==> src/rtl/lsu_pkg.sv <==
`default_nettype none
// ============================================================================
// lsu_pkg : shared load/store types, size masks and alignment helpers
// Revision: 1.0
// ============================================================================
package lsu_pkg;

   typedef enum logic [2:0] {
      MEM_B    = 3'b000,
      MEM_H    = 3'b001,
      MEM_W    = 3'b010,
      MEM_BU   = 3'b011,
      MEM_HU   = 3'b100,
      MEM_NONE = 3'b111
   } mem_acc_mode_e;

   typedef enum logic [1:0] {
      IDLE = 2'd0,
      ACC0 = 2'd1,
      ACC1 = 2'd2,
      RESP = 2'd3
   } lsu_state_e;

   localparam logic [3:0] SIZE_MASK_B = 4'b0001;
   localparam logic [3:0] SIZE_MASK_H = 4'b0011;
   localparam logic [3:0] SIZE_MASK_W = 4'b1111;

   function automatic logic [3:0] size_mask(input mem_acc_mode_e mode);
      case (mode)
         MEM_B, MEM_BU: size_mask = SIZE_MASK_B;
         MEM_H, MEM_HU: size_mask = SIZE_MASK_H;
         MEM_W:         size_mask = SIZE_MASK_W;
         default:       size_mask = 4'b0000;
      endcase
   endfunction

   function automatic logic misaligned(input mem_acc_mode_e mode, input logic [1:0] offset);
      case (mode)
         MEM_H, MEM_HU: misaligned = offset[0];
         MEM_W:         misaligned = (offset != 2'b00);
         default:       misaligned = 1'b0;
      endcase
   endfunction

endpackage
`default_nettype wire

==> src/rtl/lsu_align.sv <==
`default_nettype none
// ============================================================================
// lsu_align : byte-lane mask/data shifting and load sign/zero extension
// Revision: 1.0
// ============================================================================
module lsu_align
   import lsu_pkg::*;
(
   input  mem_acc_mode_e i_mode,
   input  logic [1:0]    i_offset,
   input  logic [31:0]   i_wdata,
   input  logic [31:0]   i_beat_lo,
   input  logic [31:0]   i_beat_hi,
   output logic [7:0]    o_lane_mask,
   output logic [63:0]   o_lane_data,
   output logic          o_split,
   output logic [31:0]   o_load_data
);

   logic [31:0] w_shifted;

   always_comb begin
      o_lane_mask = {4'b0000, size_mask(i_mode)} << i_offset;
      o_lane_data = {32'h0, i_wdata} << {i_offset, 3'b000};
      o_split     = |o_lane_mask[7:4];
      // Only the low word of the realigned beat pair carries the loaded value
      w_shifted   = 32'({i_beat_hi, i_beat_lo} >> {i_offset, 3'b000});
      case (i_mode)
         MEM_B:   o_load_data = {{24{w_shifted[7]}}, w_shifted[7:0]};
         MEM_H:   o_load_data = {{16{w_shifted[15]}}, w_shifted[15:0]};
         MEM_W:   o_load_data = w_shifted;
         MEM_BU:  o_load_data = {24'h0, w_shifted[7:0]};
         MEM_HU:  o_load_data = {16'h0, w_shifted[15:0]};
         default: o_load_data = 32'h0;
      endcase
   end

endmodule
`default_nettype wire

==> src/rtl/lsu_sequencer.sv <==
`default_nettype none
// ============================================================================
// lsu_sequencer : load/store sequencer issuing one or two aligned bus beats.
// Optional macro MISALIGN_SPLIT_EN: split word-crossing accesses instead of
// rejecting misaligned ones.
// Revision: 1.0
// ============================================================================
module lsu_sequencer
   import lsu_pkg::*;
#(
   parameter int ADDR_W      = 32,
   parameter int TIMEOUT_CYC = 255
) (
   input  logic              clk,
   input  logic              rst,
   input  logic              rd_en,
   input  logic              wr_en,
   input  logic [2:0]        mem_acc_mode,
   input  logic [ADDR_W-1:0] addr,
   input  logic [31:0]       wdata,
   output logic              stall,
   output logic              done,
   output logic [31:0]       rdata,
   output logic              misalign_err,
   output logic              bus_err,
   output logic              bus_req,
   output logic              bus_we,
   output logic [ADDR_W-1:0] bus_addr,
   output logic [3:0]        bus_be,
   output logic [31:0]       bus_wdata,
   input  logic              bus_ack,
   input  logic [31:0]       bus_rdata
);

   localparam int CNT_W = (TIMEOUT_CYC > 1) ? $clog2(TIMEOUT_CYC + 1) : 1;

   lsu_state_e        state_q, state_d;
   mem_acc_mode_e     mode_q, mode_d;
   logic [ADDR_W-1:0] addr_q, addr_d;
   logic [31:0]       wdata_q, wdata_d;
   logic [31:0]       beat0_q, beat0_d;
   logic [31:0]       rdata_q, rdata_d;
   logic              we_q, we_d;
   logic              merr_q, merr_d;
   logic              berr_q, berr_d;
   logic [CNT_W-1:0]  cnt_q, cnt_d;

   mem_acc_mode_e     w_mode;
   mem_acc_mode_e     w_eff_mode;
   logic              w_request;
   logic              w_reject;
   logic              w_timeout;
   logic              w_acc;
   logic              w_hi;
   logic [7:0]        w_lane_mask;
   logic [63:0]       w_lane_data;
   logic              w_split;
   logic [31:0]       w_load_data;
   logic [31:0]       w_beat_lo;
   logic [31:0]       w_beat_hi;
   logic [ADDR_W-1:0] w_word_addr;

   always_comb begin
      w_mode     = mem_acc_mode_e'(mem_acc_mode);
      w_request  = (rd_en | wr_en) & (mem_acc_mode <= 3'b100);
      // Stores have no unsigned flavour; store also wins over a simultaneous load
      w_eff_mode = w_mode;
      if (wr_en && w_mode == MEM_BU) w_eff_mode = MEM_B;
      if (wr_en && w_mode == MEM_HU) w_eff_mode = MEM_H;
   end

`ifdef MISALIGN_SPLIT_EN
   assign w_reject = 1'b0;
`else
   assign w_reject = misaligned(w_eff_mode, addr[1:0]);
`endif

   assign w_timeout = (TIMEOUT_CYC != 0) && (cnt_q == CNT_W'(TIMEOUT_CYC - 1));
   assign w_acc     = (state_q == ACC0) || (state_q == ACC1);
   assign w_hi      = (state_q == ACC1);
   assign w_beat_lo = w_hi ? beat0_q : bus_rdata;
   assign w_beat_hi = w_hi ? bus_rdata : 32'h0;

   lsu_align u_align (
      .i_mode      (mode_q),
      .i_offset    (addr_q[1:0]),
      .i_wdata     (wdata_q),
      .i_beat_lo   (w_beat_lo),
      .i_beat_hi   (w_beat_hi),
      .o_lane_mask (w_lane_mask),
      .o_lane_data (w_lane_data),
      .o_split     (w_split),
      .o_load_data (w_load_data)
   );

   always_comb begin
      state_d = state_q;
      mode_d  = mode_q;
      addr_d  = addr_q;
      wdata_d = wdata_q;
      we_d    = we_q;
      beat0_d = beat0_q;
      cnt_d   = cnt_q;
      rdata_d = 32'h0;
      merr_d  = 1'b0;
      berr_d  = 1'b0;
      case (state_q)
         IDLE: begin
            if (w_request) begin
               mode_d  = w_eff_mode;
               addr_d  = addr;
               wdata_d = wdata;
               we_d    = wr_en;
               cnt_d   = '0;
               if (w_reject) begin
                  state_d = RESP;
                  merr_d  = 1'b1;
               end else begin
                  state_d = ACC0;
               end
            end
         end
         ACC0, ACC1: begin
            if (bus_ack) begin
               cnt_d = '0;
               if (state_q == ACC0 && w_split) begin
                  state_d = ACC1;
                  beat0_d = bus_rdata;
               end else begin
                  state_d = RESP;
                  rdata_d = we_q ? 32'h0 : w_load_data;
               end
            end else if (w_timeout) begin
               state_d = RESP;
               berr_d  = 1'b1;
            end else begin
               cnt_d = cnt_q + 1'b1;
            end
         end
         default: state_d = IDLE;
      endcase
   end

   always_ff @(posedge clk or posedge rst) begin
      if (rst) begin
         state_q <= IDLE;
         mode_q  <= MEM_B;
         addr_q  <= '0;
         wdata_q <= 32'h0;
         we_q    <= 1'b0;
         beat0_q <= 32'h0;
         cnt_q   <= '0;
         rdata_q <= 32'h0;
         merr_q  <= 1'b0;
         berr_q  <= 1'b0;
      end else begin
         state_q <= state_d;
         mode_q  <= mode_d;
         addr_q  <= addr_d;
         wdata_q <= wdata_d;
         we_q    <= we_d;
         beat0_q <= beat0_d;
         cnt_q   <= cnt_d;
         rdata_q <= rdata_d;
         merr_q  <= merr_d;
         berr_q  <= berr_d;
      end
   end

   assign w_word_addr = {addr_q[ADDR_W-1:2], 2'b00};

   always_comb begin
      done         = (state_q == RESP);
      rdata        = rdata_q;
      misalign_err = merr_q;
      bus_err      = berr_q;
      // Gated by rst so an asynchronous reset releases the pipeline immediately
      stall        = w_request & ~done & ~rst;
      bus_req      = w_acc;
      bus_we       = w_acc & we_q;
      bus_addr     = '0;
      bus_be       = 4'b0000;
      bus_wdata    = 32'h0;
      if (w_acc) begin
         bus_addr = w_hi ? (w_word_addr + ADDR_W'(4)) : w_word_addr;
         bus_be   = w_hi ? w_lane_mask[7:4] : w_lane_mask[3:0];
         if (we_q) bus_wdata = w_hi ? w_lane_data[63:32] : w_lane_data[31:0];
      end
   end

endmodule
`default_nettype wire

==> config.mk <==
export PLATFORM = sky130hd
export DESIGN_NAME = lsu_sequencer
export DESIGN_NICKNAME = d
export VERILOG_FILES = /design/src/rtl/lsu_pkg.sv /design/src/rtl/lsu_align.sv /design/src/rtl/lsu_sequencer.sv
export SDC_FILE = /design/constraint.sdc
export NUM_CORES = 1
export LEC_CHECK = 0
export ABC_AREA = 1
export BUFFER_PORTS_ARGS = -buffer_cell sky130_fd_sc_hd__buf_2
export CORE_UTILIZATION = 48
export CTS_BUF_LIST = sky130_fd_sc_hd__clkbuf_2
export CTS_CLUSTER_SIZE = 24
export DETAILED_ROUTE_END_ITERATION = 12
export PLACE_DENSITY = 0.76
export SYNTH_ARGS = -nofsm -noshare
export SYNTH_HDL_FRONTEND = slang
export SYNTH_HIERARCHICAL = 1
export SYNTH_SLANG_ARGS = --single-unit
==> constraint.sdc <==
create_clock -name clk -period 6.49 [get_ports clk]
set_input_delay 1.298 -clock clk [delete_from_list [all_inputs] [get_ports clk]]
set_output_delay 1.298 -clock clk [all_outputs]
set_load 0.05 [all_outputs]
==> impl_metrics.ini <==
[placement]
place_congestion = 0.854
placed_area_um2 = 11100
dpl.hpwl_um = 19600
io_buffers = 207

[floorplan]
rows = 52
die_h_um = 148
dieArea_um2 = 21800
initial_utilization_pct = 49.6
core_area_um2 = 20500
pin_count = 210
die_width_um = 148

[global_routing]
gr-total-overflow = 0
grt_max_degree = 100
grt_util_all_layers_pct = 26.3
grt_pass1_vias = 9170
grt_pass1_wl_um = 45500
antenna_found_initial = 2

[critical_path]
critical_path_class = flop to output port
startpoint_type = flop
regToRegSetupSlack_ps = 3240
crit_start = state_q[0]
worstPathRequired_ps = 5190
r2r_start = state_q[0]
arrival_ps = 3260
crit_path_max_fanout = 33
worstSetupEndpointType = output port
rr_endpoint = rdata[25]
r2r_cells = 9

[detailed_routing]
vias = 9973
drt_iter0_drc = 832
wire_per_inst_um = 14.8
wl_um = 28200
drt_pass1_iterations = 6
via_per_inst = 5.24
drcViolationCount = 0
drtAntennaViolNets = 0

[cts]
numCtsBuffers = 17
cts_sinks = 144
cts-resized-gates = 0
cts_setup_buffers = 0
insertion_delay_ps = 750
cts_tree = yes
cts_hold_buf = 0
clk_path_buf_depth = 2
clockRootBuffer = clkbuf_2
cts_htree_levels = 4
clk_pin_slew_ps = 220

[cells_and_area]
final_nets = 1731
syn2layout_area_growth_pct = 11.5
stdcell_area_um2 = 11300
utilization_pct = 55.3
drive_gt1_share_pct = 20.0

[sta]
setup_viol = 0
drv_slew = 0
slew_headroom_pct = 16.5
fmax_ghz = 0.219
rsz0062_at_grt = false
finalHoldViolCount = 0
tns_ps = 0
min_period_ps = 4560
fin_skew_ps = 41.2
period_share_pct = 70.2
tightestPinTransition_ps = 1250

[synthesis]
synth_warnings = 6
syn_inst = 1475
synth.avg_cell_area_um2 = 6.89
synth_area_um2 = 10200

[worst_hold_path]
hp-start = cnt_q[5]
hold_path_class = flop to flop
hold_depth = 2
hold_end = cnt_q[5]

[power]
powerDensity_nw_per_um2 = 571
p_leak_nw = 6.11
peakVddDrop_v = 0.000327

[job]
drv_cap = 0

[run_status]
status = complete, no violations
## report_power, final
group	switching, mW	internal, mW	leakage [nW]	total (mW)
logic	3.11	1.25	4.16	4.36
registers	0.292	1.27	1.80	1.56
clock network	0.339	0.215	0.147	0.554
total	3.74	2.73	6.11	6.47
## worst max path at each step
stage | end | slack (ps) | depth (start not counted)
4_1_cts | bus_wdata[5] | 1900 | 5
2_1_floorplan | addr_q[0] | 1330 | 1
6_report | bus_wdata[5] | 1930 | 5
3_3_place_gp | bus_wdata[5] | 2780 | 7
5_1_grt | bus_wdata[19] | 1660 | 7
3_5_place_dp | bus_wdata[20] | 2760 | 7
## routing by layer
metal  global-route usage, %  up-vias  wire [µm]  part of all wire (%)
met2                    44.0      355      13300                    47
met1                    33.6     4605      12400                    44
met4                    8.20        0        613                   2.2
li1                        -     4975          -                     -
met5                       0        -          0                     0
met3                    6.08       38       1910                   6.8
## metrics by stage
step	hold slack (ps)	power, mW	instances	setup WS (ps)
2_1_floorplan	453	5.02	1484	1330
3_3_place_gp	472	5.82	1871	2780
3_5_place_dp	479	5.88	1871	2760
4_1_cts	528	6.45	1902	1900
5_1_grt	569	6.97	1904	1660
6_report	537	6.47	1905	1930
## placed cells by master, fill, tap and decap left out, drive strengths merged, types with 3 or more instances in the layout
master / count
nand4: 16
nor2: 177
or2: 3
mux2: 42
dfrtp: 144
nor3: 62
o21a: 3
diode: 3
o211ai: 11
nand2: 399
clkinv: 6
o21ai: 139
buf: 217
nor3b: 33
nand3: 93
and2: 9
a21oi: 60
conb: 11
clkbuf: 20
inv: 170
ha: 7
bufinv: 3
## final cells by class
cell class | count | area [µm²]
fillers | 2016 | 9160
flip-flops and latches | 144 | 3610
repair buffers | 217 | 1110
clock inverters | 11 | 141
multi-input cells | 1070 | 5390
diodes | 3 | 7.51
inverters | 170 | 643
clock buffers | 20 | 100
well taps | 270 | 338
## worst max-delay path: stages (launching register included)
cell     delay, ps
dfrtp_1        460
inv_1          110
ha_1           310
nand2_1        710
nor3_1         570
buf_2          340
## sequential cells by signal (all words and copies together), names as in the netlist
register      count
beat0_q          32
cnt_q             8
wdata_q          32
we_q              1
misalign_err      1
mode_q            3
addr_q           32
bus_err           1
rdata            32
state_q           2
(Power assumes the default switching activity.)
